--- config.mk ---
export PLATFORM = sky130hd
export DESIGN_NAME = register_bank_loader
export DESIGN_NICKNAME = d
export VERILOG_FILES = /design/src/rtl/register_bank_loader.sv
export SDC_FILE = /design/constraint.sdc
export NUM_CORES = 2
export LEC_CHECK = 0
export ABC_AREA = 1
export BUFFER_PORTS_ARGS = -buffer_cell sky130_fd_sc_hd__buf_2
export CELL_PAD_IN_SITES_DETAIL_PLACEMENT = 1
export CELL_PAD_IN_SITES_GLOBAL_PLACEMENT = 2
export CORE_ASPECT_RATIO = 0.5
export CORE_MARGIN = 2
export CORE_UTILIZATION = 35
export DETAILED_ROUTE_END_ITERATION = 12
export PLACE_DENSITY = 0.84
export SLEW_MARGIN = 0
export SYNTH_ARGS = -nofsm -noshare
export SYNTH_HDL_FRONTEND = slang
export SYNTH_SLANG_ARGS = --single-unit
--- constraint.sdc ---
create_clock -name clk -period 3.2 [get_ports clk]
set_clock_uncertainty 0.15 [all_clocks]
set_input_delay 0.32 -clock clk [delete_from_list [all_inputs] [get_ports clk]]
set_output_delay 0.32 -clock clk [all_outputs]
set_load 0.1 [all_outputs]
--- src/rtl/register_bank_loader.sv ---
// Register bank with two write paths: a sequential stream loader that fills the
// bank from address 0 upward, and an addressed write port. A registered read
// port and a flattened view of every register are provided.
//
// Ports:
//   clk, rst_n        clock and asynchronous active-low reset
//   cs                chip select; when low only reset can change state
//   clear             synchronous clear of registers and load state (needs cs)
//   mode              0 = stream load at wr_ptr, 1 = write at s_addr
//   s_valid/s_ready   write handshake; s_ready is combinational
//   s_data, s_addr    write data and address (address used only when mode=1)
//   rd_addr, rd_data  read port, one cycle latency, 0 for out-of-range
//   dout              all registers, register i at [i*DATA_WIDTH +: DATA_WIDTH]
//   count             words stream-loaded since last clear/reset
//   full              count == DEPTH
//   done              one-cycle pulse after the DEPTH-th stream write
module register_bank_loader #(
    parameter int unsigned DATA_WIDTH = 16,
    parameter int unsigned DEPTH      = 64,
    parameter int unsigned ADDR_WIDTH = 6
) (
    input  logic                        clk,
    input  logic                        rst_n,
    input  logic                        cs,
    input  logic                        clear,
    input  logic                        mode,
    input  logic                        s_valid,
    output logic                        s_ready,
    input  logic [DATA_WIDTH-1:0]       s_data,
    input  logic [ADDR_WIDTH-1:0]       s_addr,
    input  logic [ADDR_WIDTH-1:0]       rd_addr,
    output logic [DATA_WIDTH-1:0]       rd_data,
    output logic [DATA_WIDTH*DEPTH-1:0] dout,
    output logic [ADDR_WIDTH:0]         count,
    output logic                        full,
    output logic                        done
);

    if (ADDR_WIDTH != $clog2(DEPTH) || DEPTH < 2 || DEPTH > 1024) begin : gen_param_check
        $error("register_bank_loader: illegal DEPTH/ADDR_WIDTH combination");
    end

    typedef enum logic [0:0] {
        StLoad = 1'b0,
        StFull = 1'b1
    } state_e;

    localparam logic [ADDR_WIDTH:0] DepthC = (ADDR_WIDTH + 1)'(DEPTH);
    localparam logic [ADDR_WIDTH:0] LastC  = DepthC - (ADDR_WIDTH + 1)'(1);

    state_e                  state_q, state_d;
    logic [DATA_WIDTH-1:0]   regs_q [DEPTH];
    logic [DATA_WIDTH-1:0]   regs_d [DEPTH];
    logic [ADDR_WIDTH-1:0]   wr_ptr_q, wr_ptr_d;
    logic [ADDR_WIDTH:0]     count_q, count_d;
    logic                    done_q, done_d;
    logic [DATA_WIDTH-1:0]   rd_data_q, rd_data_d;

    logic wr_en;
    logic s_addr_ok;
    logic rd_addr_ok;

    assign s_ready    = cs & ~clear & (mode | (state_q == StLoad));
    assign wr_en      = s_valid & s_ready;
    // Zero-extend so the compare also works when DEPTH is a power of two.
    assign s_addr_ok  = ({1'b0, s_addr} < DepthC);
    assign rd_addr_ok = ({1'b0, rd_addr} < DepthC);

    always_comb begin
        state_d  = state_q;
        regs_d   = regs_q;
        wr_ptr_d = wr_ptr_q;
        count_d  = count_q;
        done_d   = 1'b0;

        if (cs) begin
            if (clear) begin
                for (int i = 0; i < int'(DEPTH); i++) begin
                    regs_d[i] = '0;
                end
                wr_ptr_d = '0;
                count_d  = '0;
                state_d  = StLoad;
            end else if (wr_en) begin
                if (mode) begin
                    // Out-of-range addresses are accepted but dropped.
                    if (s_addr_ok) begin
                        regs_d[s_addr] = s_data;
                    end
                end else begin
                    regs_d[wr_ptr_q] = s_data;
                    count_d          = count_q + (ADDR_WIDTH + 1)'(1);
                    if (count_q == LastC) begin
                        state_d  = StFull;
                        wr_ptr_d = '0;
                        done_d   = 1'b1;
                    end else begin
                        wr_ptr_d = wr_ptr_q + ADDR_WIDTH'(1);
                    end
                end
            end
        end
    end

    // Reads sample the pre-write contents, so a same-cycle write is not bypassed.
    always_comb begin
        rd_data_d = rd_data_q;
        if (cs) begin
            rd_data_d = rd_addr_ok ? regs_q[rd_addr] : '0;
        end
    end

    always_ff @(posedge clk or negedge rst_n) begin
        if (!rst_n) begin
            state_q   <= StLoad;
            wr_ptr_q  <= '0;
            count_q   <= '0;
            done_q    <= 1'b0;
            rd_data_q <= '0;
            for (int i = 0; i < int'(DEPTH); i++) begin
                regs_q[i] <= '0;
            end
        end else begin
            state_q   <= state_d;
            wr_ptr_q  <= wr_ptr_d;
            count_q   <= count_d;
            done_q    <= done_d;
            rd_data_q <= rd_data_d;
            regs_q    <= regs_d;
        end
    end

    always_comb begin
        dout = '0;
        for (int i = 0; i < int'(DEPTH); i++) begin
            dout[i*DATA_WIDTH +: DATA_WIDTH] = regs_q[i];
        end
    end

    assign rd_data = rd_data_q;
    assign count   = count_q;
    assign full    = (count_q == DepthC);
    assign done    = done_q;

endmodule
### Word-level counts from Yosys, hierarchy flattened

Index checks and enable logic that the tools add are counted.
Widths: inputs -> output; s select.

| word-level totals | value |
|---|---|
| bits in registers | 1055 |
| input port bits | 34 |
| output and inout port bits | 1050 |
| logic and storage cells | 123 |

| operators by class | value |
|---|---|
| add/subtract/negate cells | 2 |
| order comparisons | 5 |
| equality and inequality tests | 3 |
| multiplexer cells | 28 |
| bitwise gates (word level) | 9 |
| reduce and logical (&&, ||, !) cells | 7 |

Operator list:

| kind | count |
|---|---|
| $mux 1024 | 3 |
| $bwmux 1024 | 2 |
| $demux 16 s6 | 2 |
| $bmux 16 s6 | 1 |
| $mux 16 | 4 |
| $mux 6 | 4 |
| $ge 7x7->1 const B | 3 |
| $mux 7 | 3 |
| $not 6->7 | 3 |
| $lt 7x1->1 const B | 2 |
| $mux 1 | 9 |
| $add 7x1->7 const B | 1 |
| $eq 7x6->1 const B | 1 |
| $eq 7x7->1 const B | 1 |
| $add 6x1->6 const B | 1 |
| $reduce_and 4->1 | 1 |
| $reduce_bool 2->1 | 2 |
| $and 1x1->1 | 3 |
| $reduce_and 3->1 | 1 |
| $logic_and 1x1->1 | 2 |
| $ne 2x2->1 const B | 1 |
| $not 1->1 | 2 |
| $reduce_and 2->1 | 1 |
| $or 1x1->1 | 1 |

### Depth between registers and ports, before layout

| depth | value |
|---|---|
| word-level depth | 9 |
| depth in mapped cells | 14 |

### Least setup slack after synthesis

No wires, ideal clock.

| timing | value |
|---|---|
| kind | flip-flop to output port |
| start | register count_q[0], in the netlist count[0] |
| end | output full |
| arrival time | 3306 ps |
| data required time | 2730 ps |
| path slack | -576 ps |
| cell stages (with the launch flop) | 5 |
| buffers on the path | 0 |
| cell sequence | dfrtp_1 inv_1 ha_1 nand4_1 nor3_1 |

| between the ends | value |
|---|---|
| word-level cells in the longest chain between the ends | 1 |

RTL lines:

| item | line | RTL |
|---|---|---|
| from (decl) | 55 | `logic [ADDR_WIDTH:0] count_q, count_d;` |
| from (signal assigned) | 126 | `count_q <= count_d;` |
| $eq 7x7->1 | 142 | `assign full = (count_q == DepthC);` |
| to (decl) | 35 | `output logic full,` |

No other way between the ends.

### Worst setup path after layout

| timing | value |
|---|---|
| start | register wr_ptr_q[0] |
| end | register regs_q, in the netlist dout[822] |

| between the ends | value |
|---|---|
| word-level cells in the longest chain between the ends | 9 |
| elaborated cells on any way between the ends | 10 |
| those cells by class | 2 x order compare; 6 x mux; 1 x bitwise; 1 x reduce/logical |

RTL lines:

| item | line | RTL |
|---|---|---|
| from (decl) | 54 | `logic [ADDR_WIDTH-1:0] wr_ptr_q, wr_ptr_d;` |
| from (signal assigned) | 125 | `wr_ptr_q <= wr_ptr_d;` |
| $not 6->7 (not written as such) (*) | 91 | `regs_d[wr_ptr_q] = s_data;` |
| $ge 7x7->1 (not written as such) or $lt 7x1->1 (tied branches) | 91 |  |
| $logic_and 1x1->1 (not written as such) | 91 |  |
| $mux 16 (not written as such) | 91 |  |
| $demux 16 s6 (*) | 91 |  |
| $bwmux 1024 (*) | 91 |  |
| $mux 1024 (*) | 85 | `if (mode) begin` |
| $mux 1024 (*) | 84 | `end else if (wr_en) begin` |
| $mux 1024 (*) | 77 | `if (clear) begin` |
| to (signal assigned) | 129 | `regs_q <= regs_d;` |
| to (decl) | 52 | `logic [DATA_WIDTH-1:0] regs_q [DEPTH];` |

Mark *: on every way between the ends. The rest lies on a longest branch, timed or not. The select of a mux whose other input is x is not followed.
A chain may end at the register's enable or synchronous reset.

==> impl_metrics.env <==
export IMPL_syn_to_final_growth_pct=24.5
export IMPL_max_clock_path_buffers=3
export IMPL_dp_hpwl_um=211000
export IMPL_syn_nets=6156
export IMPL_power_mw=32.9
export IMPL_cap_violations=0
export IMPL_synthTopCellsByCount="nand2_1 (1269), inv_1 (1061), dfrtp_1 (1055)"
export IMPL_vias=52849
export IMPL_violations="negative hold slack"
export IMPL_ir_drop_v=0.000309
export IMPL_worstSkewPairLatency_ns=0.75
export IMPL_ys_warn_count=0
export IMPL_synth_top_cell_area_share_pct=51.8
export IMPL_fin_hold_ws_ns=-0.00578
export IMPL_gp_congestion=0.972
export IMPL_cts_buffers=104
export IMPL_arrival_ns=3.37
export IMPL_cts_root_buf="clkbuf_16"
export IMPL_leakage_nw=30.3
export IMPL_die_h_um=274
export IMPL_ys_seq_area_share_pct=51.8
export IMPL_avgRoutedWirePerCell_um=31.6
export IMPL_grt_max_degree=95
export IMPL_antenna_found_initial=14
export IMPL_powerDensity_mw_per_mm2=519
export IMPL_setup_violations=0
export IMPL_core_mm2=0.144
export IMPL_wl_met3_um=24600
export IMPL_start_util_pct=35.4
export IMPL_rows=98
export IMPL_drive_gt1_share_pct=23.7
export IMPL_crit_type="reg2reg"
export IMPL_grt_pass1_wl_um=404000
export IMPL_fin_crit_ns=2.93
export IMPL_netlist_instances=6119
export IMPL_wl_met1_um=115000
export IMPL_drtAntennaViolNets=0
export IMPL_yosysTopAreaCell="dfrtp_1"
export IMPL_rsz0062_at_grt="no"
export IMPL_synth_ff_type="dfrtp_1"
export IMPL_fillers=17470
export IMPL_required_ns=3.64
export IMPL_top_layer_used="met5"
export IMPL_syn_avg_cell_area_um2=8.33
export IMPL_end_kind="flop"
export IMPL_grt_util_all_layers_pct=37.8
export IMPL_drt_iter0_markers=5932
export IMPL_htree_levels=3
export IMPL_viasPerCell=5.77
export IMPL_ys_types=35
export IMPL_ys_async_sr_fraction_pct=100
export IMPL_path_clk_slew_ns=0.07
export IMPL_cts_resized_gates=0
export IMPL_worstSetupStartpointType="flop"
export IMPL_yosys_cell_count_top_type="nand2_1"
export IMPL_cts_tree="yes"
export IMPL_hold_viol=7
export IMPL_met2_length_um=128000
export IMPL_hold_class="in2async"
export IMPL_fmax_mhz=342
export IMPL_grt_pass1_vias=52218
export IMPL_die_w_um=544
export IMPL_synth_seq_cells=1055
export IMPL_tns_ns=0
export IMPL_io_buffers=1083
export IMPL_die_area_mm2=0.149
export IMPL_slew_headroom_pct=19.8
export IMPL_firstDrtPassIters=6
export IMPL_synth_edf_count=0
export IMPL_critPathMaxFanout=17
export IMPL_drv_slew=0
export IMPL_r2r_slack_ns=0.27
export IMPL_period_share_pct=91.4
export IMPL_run_status="finished, violations left"
export IMPL_drt_wl_total_um=290000
export IMPL_worst_slew_pin_transition_ns=1.20
export IMPL_nets=7153
export IMPL_io_pins=1084
export IMPL_grt_ovfl_total=0
export IMPL_netlist_area_mm2=0.0509
export IMPL_synth_area_top_cells="dfrtp_1 (52%), o22ai_1 (13%), nand3_1 (9.4%)"
export IMPL_cts_sinks=1055
export IMPL_drc=0
==> power by group <==
group / internal (mW) / switching, mW
combinational: 0.980 / 4.42
clock: 7.75 / 5.95
sequential: 13.6 / 0.271
==> registers in the layout (all words and copies together) (netlist names) <==
register / count
dout: 1024
rd_data: 16
count: 7
wr_ptr_q: 6
done: 1
state_q: 1
==> kinds of logic after synthesis <==
group	after synthesis	synth area share, %
flops	1055	51.8
compound gates	1164	15.7
simple gates	2300	19.7
buf+inv	1591	12.6
xor+xnor	6	0.103
fa+ha+maj	3	0.0737
==> repair_timing <==
| action | 4_1_cts | 5_1_grt |
|---|---|---|
| endpoints found under the hold margin | 231 | 0 |
| setup buffers | 0 | 0 |
| hold buffers | 12 | 0 |
==> cells in the final DEF (no fill, tap or decap), types with 4 or more instances in the layout <==
| cell type | count |
|---|---|
| nand2_4 | 16 |
| clkinv_2 | 19 |
| buf_2 | 1078 |
| o21ai_0 | 22 |
| o21ai_1 | 6 |
| nor3_2 | 6 |
| clkbuf_16 | 108 |
| a32oi_2 | 5 |
| dfrtp_1 | 1055 |
| inv_8 | 4 |
| a22oi_2 | 4 |
| clkbuf_8 | 25 |
| o31ai_1 | 7 |
| clkbuf_1 | 24 |
| inv_2 | 49 |
| nand4_1 | 7 |
| nand3_1 | 960 |
| o22ai_1 | 1034 |
| buf_12 | 62 |
| bufinv_16 | 12 |
| nor2_2 | 5 |
| a21oi_2 | 17 |
| dlygate4sd3_1 | 12 |
| nor3_4 | 5 |
| buf_4 | 210 |
| inv_1 | 1058 |
| clkinv_1 | 4 |
| nand2_1 | 1253 |
| nor3_1 | 17 |
| diode_2 | 9 |
| nor2_1 | 23 |
| a21oi_4 | 64 |
==> area by class of cell <==
type	count	area [µm²]	share of cell area (%)
diodes	9	22.5	0.0355
repair buffers	1366	8390	13.2
clock inverters	39	532	0.839
inverters	1116	4220	6.66
multi-input cells	3473	18300	28.8
clock buffers	157	3140	4.95
flip-flops and latches	1055	26400	41.6
well taps	1950	2440	3.85
==> path summary, 6_finish.rpt <==
check / from / to / cells past startpoint
worst max register to register: wr_ptr_q[0]$_DFFE_PN0P_ / dout[822]$_DFFE_PN0P_ / 7
min in group clk: s_data[1] / dout[913]$_DFFE_PN0P_ / 3
worst max-delay path: wr_ptr_q[0]$_DFFE_PN0P_ / dout[822]$_DFFE_PN0P_ / 7
worst min-delay path: rst_n / dout[73]$_DFFE_PN0P_ / 2
worst min register to register: rd_data[1]$_DFFE_PN0P_ / rd_data[1]$_DFFE_PN0P_ / 2
max in group asynchronous: rst_n / dout[518]$_DFFE_PN0P_ / 3
==> per-stage QoR <==
| step | std cells | setup WS (ns) | utilization, % | cell area [µm²] | hold WS [ns] |
|---|---|---|---|---|---|
| after floorplan | 6119 | 0.270 | - | 50900 | -0.126 |
| after global placement | 8948 | 0.360 | 41.5 | 59600 | 0.219 |
| after detailed placement | 8948 | 0.313 | 41.5 | 59600 | 0.220 |
| after CTS | 9156 | 0.352 | 44.1 | 63400 | 0.00194 |
| after global routing | 9162 | 0.140 | 44.1 | 63400 | 0.0208 |
| final | 9165 | 0.274 | 44.1 | 63400 | -0.00578 |
==> worst max-delay path: stages, from the launching register on <==
cell and delay [ns]:
dfrtp_1 0.62, nand3_1 0.31, nor2_2 0.38, inv_2 0.09, o22ai_1 0.29, inv_2 0.26, a21oi_4 0.50, o22ai_1 0.16
==> layer usage <==
metal	global-route usage, %	up-vias
met4	23.5	4
met5	0	-
li1	-	22295
met1	48.7	27267
met2	57.5	2576
met3	9.11	707
Note: power is estimated with default switching activity, not from simulation.
